<file path="src/rtl/fifo_ctrl.sv">
// fifo_ctrl: pointer and flag controller for an 8-entry, 10-bit dual-address memory.
// It turns push/pop requests into memory wr_en/rd_en/wr_add/rd_add, tracks
// occupancy, and raises full/empty, almost-full/almost-empty and sticky error flags.
// valid_out is registered so that it lines up with the memory's registered read data.
//
// Ports:
//   clk, reset     rising-edge clock; synchronous active-high reset
//   push, pop      write / read requests from the transaction layer
//   data_in        write data; mem_data_in is a combinational copy of it
//   wr_en, rd_en   accepted push / pop (combinational)
//   wr_add, rd_add 4-bit memory addresses, zero-extended from the pointers
//   valid_out      high in the cycle the memory output holds a popped word
//   count          registered occupancy, 0..DEPTH
//   full, empty, almost_full, almost_empty   decoded from count
//   err_overflow   sticky: push refused because the FIFO was full
//   err_underflow  sticky: pop attempted while empty
module fifo_ctrl #(
  parameter int unsigned DATA_W    = 10,
  parameter int unsigned ADDR_W    = 3,
  parameter int unsigned AF_THRESH = 6,
  parameter int unsigned AE_THRESH = 2
) (
  input  logic              clk,
  input  logic              reset,
  input  logic              push,
  input  logic              pop,
  input  logic [DATA_W-1:0] data_in,
  output logic [DATA_W-1:0] mem_data_in,
  output logic              wr_en,
  output logic              rd_en,
  output logic [3:0]        wr_add,
  output logic [3:0]        rd_add,
  output logic              valid_out,
  output logic [ADDR_W:0]   count,
  output logic              full,
  output logic              empty,
  output logic              almost_full,
  output logic              almost_empty,
  output logic              err_overflow,
  output logic              err_underflow
);

  localparam int unsigned     DEPTH    = 1 << ADDR_W;
  localparam logic [ADDR_W:0] DEPTH_C  = (ADDR_W+1)'(DEPTH);
  localparam logic [ADDR_W:0] AF_C     = (ADDR_W+1)'(AF_THRESH);
  localparam logic [ADDR_W:0] AE_C     = (ADDR_W+1)'(AE_THRESH);
  localparam logic [ADDR_W:0] CNT_ONE  = (ADDR_W+1)'(1);
  localparam logic [ADDR_W-1:0] PTR_ONE = ADDR_W'(1);

  logic [ADDR_W-1:0] wr_ptr;
  logic [ADDR_W-1:0] rd_ptr;
  logic              push_ok;
  logic              pop_ok;

  always_comb begin
    full         = (count == DEPTH_C);
    empty        = (count == '0);
    almost_full  = (count >= AF_C);
    almost_empty = (count <= AE_C);
    // Requests are refused outright while reset is held so the memory sees no traffic.
    pop_ok       = pop & ~empty & ~reset;
    // A push into a full FIFO is allowed only when a pop frees a slot in the same cycle.
    push_ok      = push & (~full | pop_ok) & ~reset;
    wr_en        = push_ok;
    rd_en        = pop_ok;
    wr_add       = 4'(wr_ptr);
    rd_add       = 4'(rd_ptr);
    mem_data_in  = data_in;
  end

  always_ff @(posedge clk) begin
    if (reset) begin
      wr_ptr        <= '0;
      rd_ptr        <= '0;
      count         <= '0;
      valid_out     <= 1'b0;
      err_overflow  <= 1'b0;
      err_underflow <= 1'b0;
    end else begin
      if (push_ok) wr_ptr <= wr_ptr + PTR_ONE;
      if (pop_ok)  rd_ptr <= rd_ptr + PTR_ONE;
      case ({push_ok, pop_ok})
        2'b10:   count <= count + CNT_ONE;
        2'b01:   count <= count - CNT_ONE;
        default: count <= count;
      endcase
      valid_out     <= pop_ok;
      err_overflow  <= err_overflow  | (push & ~push_ok);
      err_underflow <= err_underflow | (pop & empty);
    end
  end

endmodule
</file>
<file path="config.mk">
export PLATFORM = sky130hd
export DESIGN_NAME = fifo_ctrl
export DESIGN_NICKNAME = d
export VERILOG_FILES = /design/src/rtl/fifo_ctrl.sv
export SDC_FILE = /design/constraint.sdc
export NUM_CORES = 1
export LEC_CHECK = 0
export BUFFER_PORTS_ARGS = -buffer_cell sky130_fd_sc_hd__buf_2
export CORE_UTILIZATION = 34
export CTS_BUF_LIST = sky130_fd_sc_hd__clkbuf_2
export CTS_CLUSTER_SIZE = 28
export DETAILED_ROUTE_END_ITERATION = 16
export GPL_TIMING_DRIVEN = 0
export HOLD_SLACK_MARGIN = 0.12
export PLACE_DENSITY_LB_ADDON = 0.1
export SLEW_MARGIN = 40
export SYNTH_ARGS = -nofsm -noshare
export SYNTH_HDL_FRONTEND = slang
export SYNTH_SLANG_ARGS = --single-unit
</file>
<file path="constraint.sdc">
create_clock -name clk -period 2.85 [get_ports clk]
set_clock_uncertainty 0.1 [all_clocks]
set_input_delay 0.285 -clock clk [delete_from_list [all_inputs] [get_ports clk]]
set_output_delay 0.285 -clock clk [all_outputs]
set_load 0.02 [all_outputs]
</file>
* After elaboration in Yosys (flattened, before gate mapping)
Index checks and enable logic that the tools add are counted.
** Storage, ports and cells
- Bits in registers :: 13
- Bits of input ports :: 14
- Output and inout port bits :: 31
- Word-level logic and storage cells :: 31
** Operators by class
- Add/subtract/negate cells :: 4
- $lt $le $gt $ge :: 2
- Equality and inequality tests :: 3
- Multiplexer cells :: 1
- Bitwise operators :: 13
- Reduce and logical (&&, ||, !) cells :: 2
** Operator list (count)
- 4-bit case mux with 2 select lines :: 1
- 3-bit by 1-bit adder with 3-bit output, second input constant :: 2
- 1-bit bitwise AND :: 6
- 4-bit by 1-bit adder with 4-bit output, second input constant :: 1
- 4-bit == test, second input constant :: 1
- 4-bit by 3-bit >= comparator with 1-bit output, second input constant :: 1
- 4-bit by 2-bit <= comparator with 1-bit output, second input constant :: 1
- 4-bit logical NOT :: 1
- 1-bit NOT :: 4
- 4-bit by 1-bit subtractor with 4-bit output, second input constant :: 1
- 1-bit bitwise OR :: 3
- 2-bit by 1-bit == test with 1-bit output, second input constant :: 1
- 2-bit == test, second input constant :: 1
- 2-bit nonzero test :: 1

* Depth between registers and ports, before layout
Gate-level depths: netlist of run 1.
- Depth after elaboration :: 10
- Gate-level depth with buffers :: 11
- Mapped depth without buffers :: 10

* Worst setup path after synthesis of run 1
OpenSTA, ideal clock, no wires.
- Path kind :: register to register
- Start point :: register count[3]
- End point :: register count[3]
- Library setup time :: 0.123 ns
- Data arrival time :: 2.512 ns
- Data required time :: 2.627 ns
- Path slack :: 0.115 ns
- Cell stages (with the launch flop) :: 9
- Path buffers :: 0
- Period minus slack after synthesis :: 2.735 ns
- Path through :: dfxtp_1 or4b_4 o21ai_4 or2_1 ha_1 or3b_1 o21ai_0 a32o_1 mux2_1
** On the way
- Cells in the longest elaborated chain, start to end :: 9
- Elaborated cells between the ends (all ways) :: 15
- Classes of those cells :: 2 x add/sub; 3 x eq/ne; 1 x mux; 7 x bitwise; 2 x reduce/logical
** RTL lines
- start, declared :: RTL line 34 : output logic [ADDR_W:0] count,
- start signal, assigned :: RTL line 83 : 2'b10: count <= count + CNT_ONE;
- start signal, assigned :: RTL line 84 : 2'b01: count <= count - CNT_ONE;
- start signal, assigned :: RTL line 85 : default: count <= count;
- 4-bit logical NOT :: RTL line 57 : empty = (count == '0);
- 1-bit NOT :: RTL line 61 : pop_ok = pop & ~empty & ~reset;
- 1-bit bitwise AND (2 in a row) :: RTL line 61
- 1-bit bitwise OR :: RTL line 63 : push_ok = push & (~full | pop_ok) & ~reset;
- 1-bit bitwise AND (2 in a row) :: RTL line 63
- 2-bit by 1-bit == test with 1-bit output / 2-bit == test (equally long branches) :: RTL line 82 : case ({push_ok, pop_ok})
- 4-bit case mux with 2 select lines / 2-bit nonzero test (equally long branches)
Parallel ways exist; a longest one is shown, timed or not.
A chain may end at the register's enable or synchronous reset.

* Final worst setup path of run 1
- Start point :: register count[2]
- End point :: register count[2]
Same word-level chain as after synthesis.

==> flow_summary.yaml, run 1 <==
outcome:
  outcome: "complete, no violations"
yosys:
  synth.area.top_cells: "dfxtp_1 (33%), buf_4 (11%), ha_1 (7.9%)"
  muxShareOfSynthArea_pct: 5.230
  synth_compound_area_share_pct: 13.15
  synthAdderAreaFrac_pct: 7.924
  yosys.area_share.xor_xnor_pct: 7.765
  synthSimpleGateAreaFrac_pct: 16.64
  async_reset_ff_share_pct: 0
  ys.flop_type: "dfxtp_1"
  yosysWarnings: 0
  yosysUniqueCellTypes: 29
  synth_most_common_cell: "nor2_1"
  synth_top_area_cell: "dfxtp_1"
  synth_top_family_by_area: "simple AND/OR/NAND/NOR gates"
  yosysTopAreaCellShare_pct: 32.96
  netlist_area_um2: 789.5
  synth_common_cells: "nor2_1 (16), dfxtp_1 (13), buf_4 (12)"
  syn_inst: 87
  syn_area_per_cell_um2: 9.075
  synth_edf_count: 0
  ys_seq_area_share_pct: 32.96
  synth_seq_cells: 13
grt:
  grt.overflow.total: 0
  grt_use_total_pct: 12.79
  grt_pass1_vias: 539
  antenna_found_initial: 0
  grt_max_degree: 11
  grt_pass1_wl_um: 2339
place:
  hpwl_um: 1132
  portBuffers: 31
  gp_congestion: 0.7097
  pre_cts_ws_ps: 37.65
timing:
  setup_viol: 0
  fmax_mhz: 370.2
  post-route-period-util_pct: 94.79
  layout_min_cycle_time_ps: 2702
  setup_ws_ps: 148.5
  finalHoldViolCount: 0
  maxSlewViolCount: 0
worst_hold_path:
  worst_hold_startpoint: "pop"
  worst_hold_path_type: "in2reg"
drt:
  drt-total-wl_um: 1471
  routed_via_density: 4.553
  drtAntennaViolNets: 0
  vias: 692
  drt_iter0_markers: 4
  dr.pass1.iters: 2
  drt-wirelength-per-cell_um: 9.678
  drc: 0
critical_path:
  crit_type: "reg2reg"
  cp-end-kind: "register"
  cp.required_ps: 2960
  arrival_ps: 2810
  startpoint_type: "register"
  cp_max_fo: 9
  rr_startpoint: "count[2]"
  crit_start: "count[2]"
floorplanning:
  die_h_um: 50.19
  start_util_pct: 36.04
  io_pins: 45
  num_rows: 17
  dieWidth_um: 50.19
  core_area_mm2: 0.002191
  die_area_mm2: 0.002519
clocking:
  cts_tree: "yes"
  h-tree-depth: 1
  clock_path_buffers: 2
  clkSinkCount: 13
  cts_hold_buf: 0
  numCtsBuffers: 3
  clk-insertion-delay-late_ps: 270
  cts.clk_slew.worst_paths_ps: 130
  cts_root_buf: "clkbuf_2"
pwr:
  ir_worst_vdd_mv: 0.2564
  leakage_nw: 0.5516
  powerDensity_mw_per_mm2: 481.8
finish:
  fillCellCount: 230
  final_util_pct: 46.49
  drive_gt1_share_pct: 45.97
  diodes: 0
  layout.nets: 144
  syn_to_final_growth_pct: 29.00
run:
  maxCapViolations: 0
==> what timing repair did <==
action / CTS / global route
gates resized for setup: 0 / 4
buffers inserted: 0 / 1
endpoints found under the setup margin: 0 / 2
endpoints found under the hold margin: 0 / 0
==> cells in the final DEF (no fill, tap or decap), types with 2 or more instances in the layout <==
cell	n
buf_2	32
conb_1	2
ha_1	4
dfxtp_1	11
nor2_1	16
mux2i_1	3
inv_1	3
o21ai_0	3
nor2b_1	2
buf_4	13
dfxtp_2	2
xor2_1	6
clkbuf_2	4
a21oi_1	4
clkbuf_1	2
==> flip-flops by register name, summed over array words and instances, names as in the netlist <==
name / flops
count: 4
rd_ptr: 3
valid_out: 1
err_overflow: 1
wr_ptr: 3
err_underflow: 1
==> metrics by stage <==
step	std cells	setup TNS [ps]	area (um^2)	total power [W]	hold slack (ps)
2_1_floorplan	88	0	793.3	0.0003500	325.7
3_3_place_gp	147	0	983.4	0.0003963	354.7
3_5_place_dp	147	0	983.4	0.0003976	358.0
4_1_cts	151	0	1003	0.0004962	195.8
5_1_grt	152	-11.19	1018	0.0005259	186.9
6_report	152	0	1018	0.0004908	215.6
==> critical path, cell delays in order, from the launching register on <==
cell and delay, ps:
dfxtp_1 330, buf_2 170, or4b_4 540, o21ai_4 170, or2_4 160, ha_2 230
xor2_1 170, ha_1 160, a21oi_1 40, xor2_1 140, or3_1 310, a21oi_1 130
==> power breakdown <==
part	leakage (nW)	internal, W	switching, W	total, W
logic	0.428	0.0000756	0.000104	0.000180
clock network	0.0166	0.0000372	0.0000574	0.0000947
registers	0.107	0.000199	0.0000172	0.000216
==> worst paths after layout <==
kind | end | slack [ps] | cells past startpoint
min | valid_out | 220 | 3
max reg2reg | count[2] | 150 | 11
min reg2reg | err_underflow | 390 | 2
max | count[2] | 150 | 11
==> cell type report <==
cell class	instances	area, um^2	share of cell area (%)
clock buffers	4	20.02	1.966
inverters	3	11.26	1.106
well taps	28	35.03	3.440
plain buffers	16	113.9	11.18
repair buffers	32	162.7	15.97
flip-flops and latches	13	262.8	25.80
multi-input cells	56	412.9	40.54
==> cells by family (layout without fill, tap and decap cells) <==
logic type,count (synthesis),in the layout
AND/OR/NAND/NOR,26,26
buffers and inverters,19,55
flip-flops,13,13
AO/OA/AOI/OAI,12,12
XOR/XNOR,7,7
adder cells (fa/ha/maj),5,5
multiplexers,4,4
other,1,2
==> routing by layer <==
layer  routed length, um  global-route usage (%)
met4                   9                   8.571
met1                 688                   15.40
met2                 675                   19.56
met3                  98                   3.636
met5                   0                       0
Note: power is estimated with default switching activity, not from simulation.
==> run 2: changes to the inputs <==
--- a/config.mk
+++ b/config.mk
@@ -5,12 +5,12 @@
 export SDC_FILE = /design/constraint.sdc
 export NUM_CORES = 1
 export LEC_CHECK = 0
+export ABC_CLOCK_PERIOD_IN_PS = 2850
 export BUFFER_PORTS_ARGS = -buffer_cell sky130_fd_sc_hd__buf_2
 export CORE_UTILIZATION = 34
 export CTS_BUF_LIST = sky130_fd_sc_hd__clkbuf_2
 export CTS_CLUSTER_SIZE = 28
 export DETAILED_ROUTE_END_ITERATION = 16
-export GPL_TIMING_DRIVEN = 0
 export HOLD_SLACK_MARGIN = 0.12
 export PLACE_DENSITY_LB_ADDON = 0.1
 export SLEW_MARGIN = 40
==> run 2 against run 1 <==
- first-iteration DRC count fell by 25%
- sequential power shrank 4%
- cell count fell by 13%
- global-route usage is 0.63 points higher
- clock power shrank 1%
- register-to-register slack better by 40 ps
- via count decreased by 11%
- sequential share of layout area increased by 3.5 points
- combinational power fell by 7%
- die area stayed put
- largest cell class unchanged
- largest power group unchanged
==> flow_summary.yaml, run 2 (synthesis results as in run 1) <==
critical_path:
  max_stage_delay_ps: 570
  crit_type: "reg2reg"
  r2r_slack_ps: 190
  cp_cell_sequence: "or4b_4, o21ai_4, or2_1, ha_1, xor2_1, ha_1, a21oi_1, xor2_1, or3_1, a21oi_1"
  r2r_end: "count[2]"
  cpLargestDelayFamily: "simple AND/OR/NAND/NOR gates"
  cp-end-kind: "register"
  cp_max_fo: 5
  crit_buf_inv: 0
  startpoint_type: "register"
  cp.required_ps: 2950
  arrival_ps: 2760
  rr_startpoint: "count[0]"
  ff2ff_path_depth: 10
  critPathSlowestCell: "or4b_4"
finish:
  syn_to_final_growth_pct: 12.68
  top_regs: "count: 4 flops, rd_ptr: 3 flops, wr_ptr: 3 flops"
  top_register: "count"
  fillCellCount: 245
  largest_reg_flops: 4
  stdcell_count: 132
  layout.nets: 124
  mostFrequentLayoutCell: "buf_2"
  fin_area_um2: 889.6
  final_cell_mix: "buf_2 (22), nor2_1 (16), dfxtp_1 (13)"
  diodes: 0
  drive_gt1_share_pct: 33.65
drt:
  vias: 617
  dr.pass1.iters: 2
  drt-total-wl_um: 1487
  drc: 0
  drt_iter0_markers: 3
  routed_via_density: 4.674
  drtAntennaViolNets: 0
  drt-wirelength-per-cell_um: 11.27
clocking:
  clkSinkCount: 13
  cts_hold_buf: 0
  cts_tree: "yes"
  clock_path_buffers: 2
  h-tree-depth: 1
  cts_resized: 0
  clk-insertion-delay-late_ps: 260
  postCtsSetupRepairBufs: 0
  cts_root_buf: "clkbuf_2"
  numCtsBuffers: 3
  cts.clk_slew.worst_paths_ps: 130
floorplanning:
  die_area_mm2: 0.002519
  core_area_mm2: 0.002191
  die_h_um: 50.19
  start_util_pct: 36.04
  dieWidth_um: 50.19
  io_pins: 45
  num_rows: 17
grt:
  grt_use_total_pct: 13.42
  grtUsageMet3_pct: 3.333
  grt_pass1_wl_um: 2573
  antenna_found_initial: 0
  grt_max_degree: 17
  top_usage_layer: "met2"
  grt_pass1_vias: 598
  grt.overflow.total: 0
  use_met2_pct: 22.67
  gr-usage-met1_pct: 15.56
timing:
  whs_ps: 216.8
  fin_tns_setup_ps: 0
  finalHoldViolCount: 0
  setup_viol: 0
  maxSlewViolCount: 0
  rsz0062_at_grt: "false"
  post-route-period-util_pct: 93.25
  layout_min_cycle_time_ps: 2658
  fmax_mhz: 376.3
pwr:
  power_w: 0.0004690
  ir_worst_vdd_mv: 0.2402
  powerDensity_mw_per_mm2: 527.3
  leakage_nw: 0.4685
worst_hold_path:
  worst_hold_path_type: "in2reg"
  hold_end: "err_overflow"
  worst_hold_startpoint: "push"
  whs_path_depth: 3
place:
  portBuffers: 22
  gp_congestion: 0.7669
  dp_cells: 128
  post_dp_cell_area_um2: 869.6
  hpwl_um: 1173
outcome:
  outcome: "complete, no violations"
run:
  maxCapViolations: 0
[run 2: cell types whose count changed in the layout (fill, tap and decap cells not counted)]
cell	before	now
buf_2	32	22
or2_4	1	0
ha_1	4	5
buf_6	1	0
ha_2	1	0
dfxtp_2	2	0
dfxtp_1	11	13
clkbuf_1	2	0
or2_1	0	1
buf_4	13	6
[run 2: layout make-up]
cell class,count,area (um^2),area share [%]
multi-input combinational,56,407.9,45.85
tap,28,35.03,3.938
inverter,3,11.26,1.266
timing repair buffer,28,155.1,17.44
sequential,13,260.3,29.25
clock buffer,4,20.02,2.250
[run 2: power by group]
part           switching, W  internal [W]  total [W]
combinational      0.000101     0.0000659   0.000167
clock             0.0000565     0.0000373  0.0000938
sequential        0.0000103      0.000198   0.000208
total              0.000168      0.000301   0.000469
[run 2: routing by layer]
layer / share of wire [%] / up-vias / routed length [um]
met4: 0.61 / 0 / 9
met3: 6.3 / 2 / 94
li1: - / 309 / -
met5: 0 / - / 0
met1: 48 / 289 / 719
met2: 45 / 17 / 663
[run 2: worst max path at each step]
stage | start | end | slack [ps] | depth (start not counted)
after global placement | count[0] | count[2] | 270 | 10
after detailed placement | count[0] | count[2] | 200 | 10
final | count[0] | count[2] | 190 | 10
after global routing | count[1] | count[2] | 70 | 10
after CTS | count[0] | count[2] | 180 | 10
after floorplan | count[3] | count[3] | 110 | 8
[run 2: metrics by stage]
step | worst slack, ps | util [%]
floorplan | 114.9 | -
global placement | 274.3 | 39.69
detailed placement | 195.9 | 39.69
CTS | 177.5 | 40.61
global route | 68.46 | 40.61
finish | 192.3 | 40.61
[run 2: worst register-to-register path: stages, from the launching register on]
cell and delay [ps]:
dfxtp_1 330, or4b_4 570, o21ai_4 200, or2_1 170, ha_1 250, xor2_1 170
ha_1 170, a21oi_1 50, xor2_1 150, or3_1 310, a21oi_1 140
==> run 3: changes to the inputs <==
--- a/config.mk
+++ b/config.mk
@@ -5,6 +5,7 @@
 export SDC_FILE = /design/constraint.sdc
 export NUM_CORES = 1
 export LEC_CHECK = 0
+export ABC_AREA = 1
 export ABC_CLOCK_PERIOD_IN_PS = 2850
 export BUFFER_PORTS_ARGS = -buffer_cell sky130_fd_sc_hd__buf_2
 export CORE_UTILIZATION = 34
==> run 3 against run 2 <==
- synthesized cell count rose by 32%
- non-clock buffer count fell by 6
- routed wire length rose by 6.7%
- hold slack got worse by 22 ps
- largest power group is now combinational cells
- highest routed layer unchanged
==> flow_summary.yaml, run 3 <==
worst_hold_path:
  worst_hold_startpoint: "pop"
  worst_hold_path_type: "in2reg"
  hold_end: "err_underflow"
  whs_path_depth: 3
yosys:
  synth_seq_cells: 13
  ys_seq_area_share_pct: 30.95
  synth.area.top_cells: "dfxtp_1 (31%), buf_4 (11%), inv_1 (8.9%)"
  synthAdderAreaFrac_pct: 7.440
  synthSimpleGateAreaFrac_pct: 27.98
  muxShareOfSynthArea_pct: 0
  synth_common_cells: "inv_1 (20), nand2_1 (19), dfxtp_1 (13)"
  yosysWarnings: 0
  synth_most_common_cell: "inv_1"
  ys.flop_type: "dfxtp_1"
  yosysUniqueCellTypes: 24
  yosys.area_share.xor_xnor_pct: 3.125
  synth_edf_count: 0
  yosysTopAreaCellShare_pct: 30.95
  synth_compound_area_share_pct: 8.929
  syn_area_per_cell_um2: 7.311
  netlist_area_um2: 840.8
  async_reset_ff_share_pct: 0
  syn_inst: 115
  synth_top_area_cell: "dfxtp_1"
  synth_top_family_by_area: "simple AND/OR/NAND/NOR gates"
critical_path:
  max_stage_delay_ps: 510
  startpoint_type: "register"
  cp.required_ps: 2930
  cp_cell_sequence: "nor2_2, nand2_4, nand3_4, nand2_4, nand2_2, nor2_2, inv_2, ha_1, nand2_1, inv_1, nor2_1, ha_1, a21oi_1, xnor2_1, o21ai_0, inv_1"
  critPathSlowestCell: "dfxtp_1"
  r2r_slack_ps: 490
  cp-end-kind: "register"
  crit_type: "reg2reg"
  r2r_end: "count[2]"
  ff2ff_path_depth: 16
  arrival_ps: 2440
  rr_startpoint: "count[2]"
  cp_max_fo: 6
clocking:
  cts_hold_buf: 0
  numCtsBuffers: 3
  cts_root_buf: "clkbuf_2"
  clkSinkCount: 13
  cts.clk_slew.worst_paths_ps: 140
  cts_resized: 0
  postCtsSetupRepairBufs: 0
  clock_path_buffers: 2
  clk-insertion-delay-late_ps: 270
  h-tree-depth: 1
  cts_tree: "yes"
floorplanning:
  core_area_mm2: 0.002276
  start_util_pct: 36.94
  io_pins: 45
  die_h_um: 51.73
  dieWidth_um: 51.73
  die_area_mm2: 0.002676
  num_rows: 17
pwr:
  comb_power_share_pct: 45.5
  ir_worst_vdd_mv: 0.3215
  powerDensity_mw_per_mm2: 688.6
  internal_power_w: 0.0003475
  swShare_pct: 44.83
  leakage_nw: 0.4998
  seqPwrFrac_pct: 38.8
  p_switching_w: 0.0002823
  p_clk_share_pct: 15.7
timing:
  setup_ws_ps: 488.9
  setup_viol: 0
  layout_min_cycle_time_ps: 2361
  rsz0062_at_grt: "false"
  finalHoldViolCount: 0
  fmax_mhz: 423.5
  maxSlewViolCount: 0
  post-route-period-util_pct: 82.84
  fin_tns_setup_ps: 0
  whs_ps: 195.2
place:
  hpwl_um: 1233
  portBuffers: 22
  pre_cts_ws_ps: 510.1
  gp_congestion: 0.7853
  post_dp_cell_area_um2: 894.6
drt:
  routed_via_density: 4.420
  drt-wirelength-per-cell_um: 10.10
  drc: 0
  vias: 694
  drt_iter0_markers: 10
  drtAntennaViolNets: 0
  drt-total-wl_um: 1586
  dr.pass1.iters: 4
grt:
  grt_use_total_pct: 13.07
  grt_max_degree: 10
  grt_pass1_wl_um: 2566
  grt_pass1_vias: 621
  grt.overflow.total: 0
  antenna_found_initial: 0
finish:
  largest_reg_flops: 4
  layout.nets: 149
  syn_to_final_growth_pct: 8.780
  mostFrequentLayoutCell: "buf_2"
  top_register: "count"
  final_util_pct: 40.19
  final_cell_mix: "buf_2 (22), inv_1 (20), nand2_1 (19)"
  fin_area_um2: 914.6
  fillCellCount: 243
  drive_gt1_share_pct: 30.23
  diodes: 0
  top_regs: "count: 4 flops, rd_ptr: 3 flops, wr_ptr: 3 flops"
run:
  maxCapViolations: 0
outcome:
  outcome: "complete, no violations"
run 3: per-layer routing:
metal | global-route usage [%] | share of wire, % | up-vias | routed length, um
met2 | 21.43 | 45 | 24 | 715
met5 | 0 | 0 | - | 0
li1 | - | - | 366 | -
met4 | 6.757 | 0.50 | 0 | 8
met1 | 15.66 | 47 | 302 | 747
met3 | 3.216 | 7.3 | 2 | 116
run 3: power groups by stage:
stage / registers, W / logic [W] / clock network (W)
floorplan: 0.000278 / 0.000203 / 0
global placement: 0.000248 / 0.000289 / 0
detailed placement: 0.000249 / 0.000289 / 0
CTS: 0.000244 / 0.000290 / 0.000105
global route: 0.000251 / 0.000318 / 0.000115
finish: 0.000244 / 0.000286 / 0.0000991
run 3: cell families after synthesis:
logic type	after synthesis
xor+xnor	3
buf+inv	35
simple gates	43
other cells	1
fa+ha+maj	5
compound gates	15
flops	13
run 3: worst max-delay path by stage:
stage                         from        to  slack [ps]  cells past startpoint
final                     count[2]  count[2]         490                     16
after global routing      count[2]  count[2]         280                     16
after floorplan           count[0]  count[2]         420                     16
after CTS                 count[2]  count[2]         490                     16
after global placement    count[2]  count[2]         530                     16
after detailed placement  count[2]  count[2]         510                     16
run 3: area by class of cell:
cell class	count	area [um^2]	area share, %
inverters	22	82.58	9.029
multi-input cells	68	406.6	44.46
flip-flops and latches	13	260.3	28.45
clock buffers	4	20.02	2.189
repair buffers	22	110.1	12.04
well taps	28	35.03	3.830
run 3: worst max-delay path: cells and delay by family (launching register included):
family / cells / cell delay [ps]
xor gates and xnor gates: 1 / 140
and+or+nand+nor: 8 / 800
AOI/OAI and AO/OA: 2 / 180
DFF: 1 / 510
buffers and inverters: 3 / 150
adders and majority gates: 2 / 400
run 3: per-stage QoR:
stage / total power, W / instances
4_1_cts: 0.0006398 / 157
2_1_floorplan: 0.0004814 / 116
3_3_place_gp: 0.0005365 / 153
5_1_grt: 0.0006841 / 157
3_5_place_dp: 0.0005378 / 153
6_report: 0.0006298 / 157
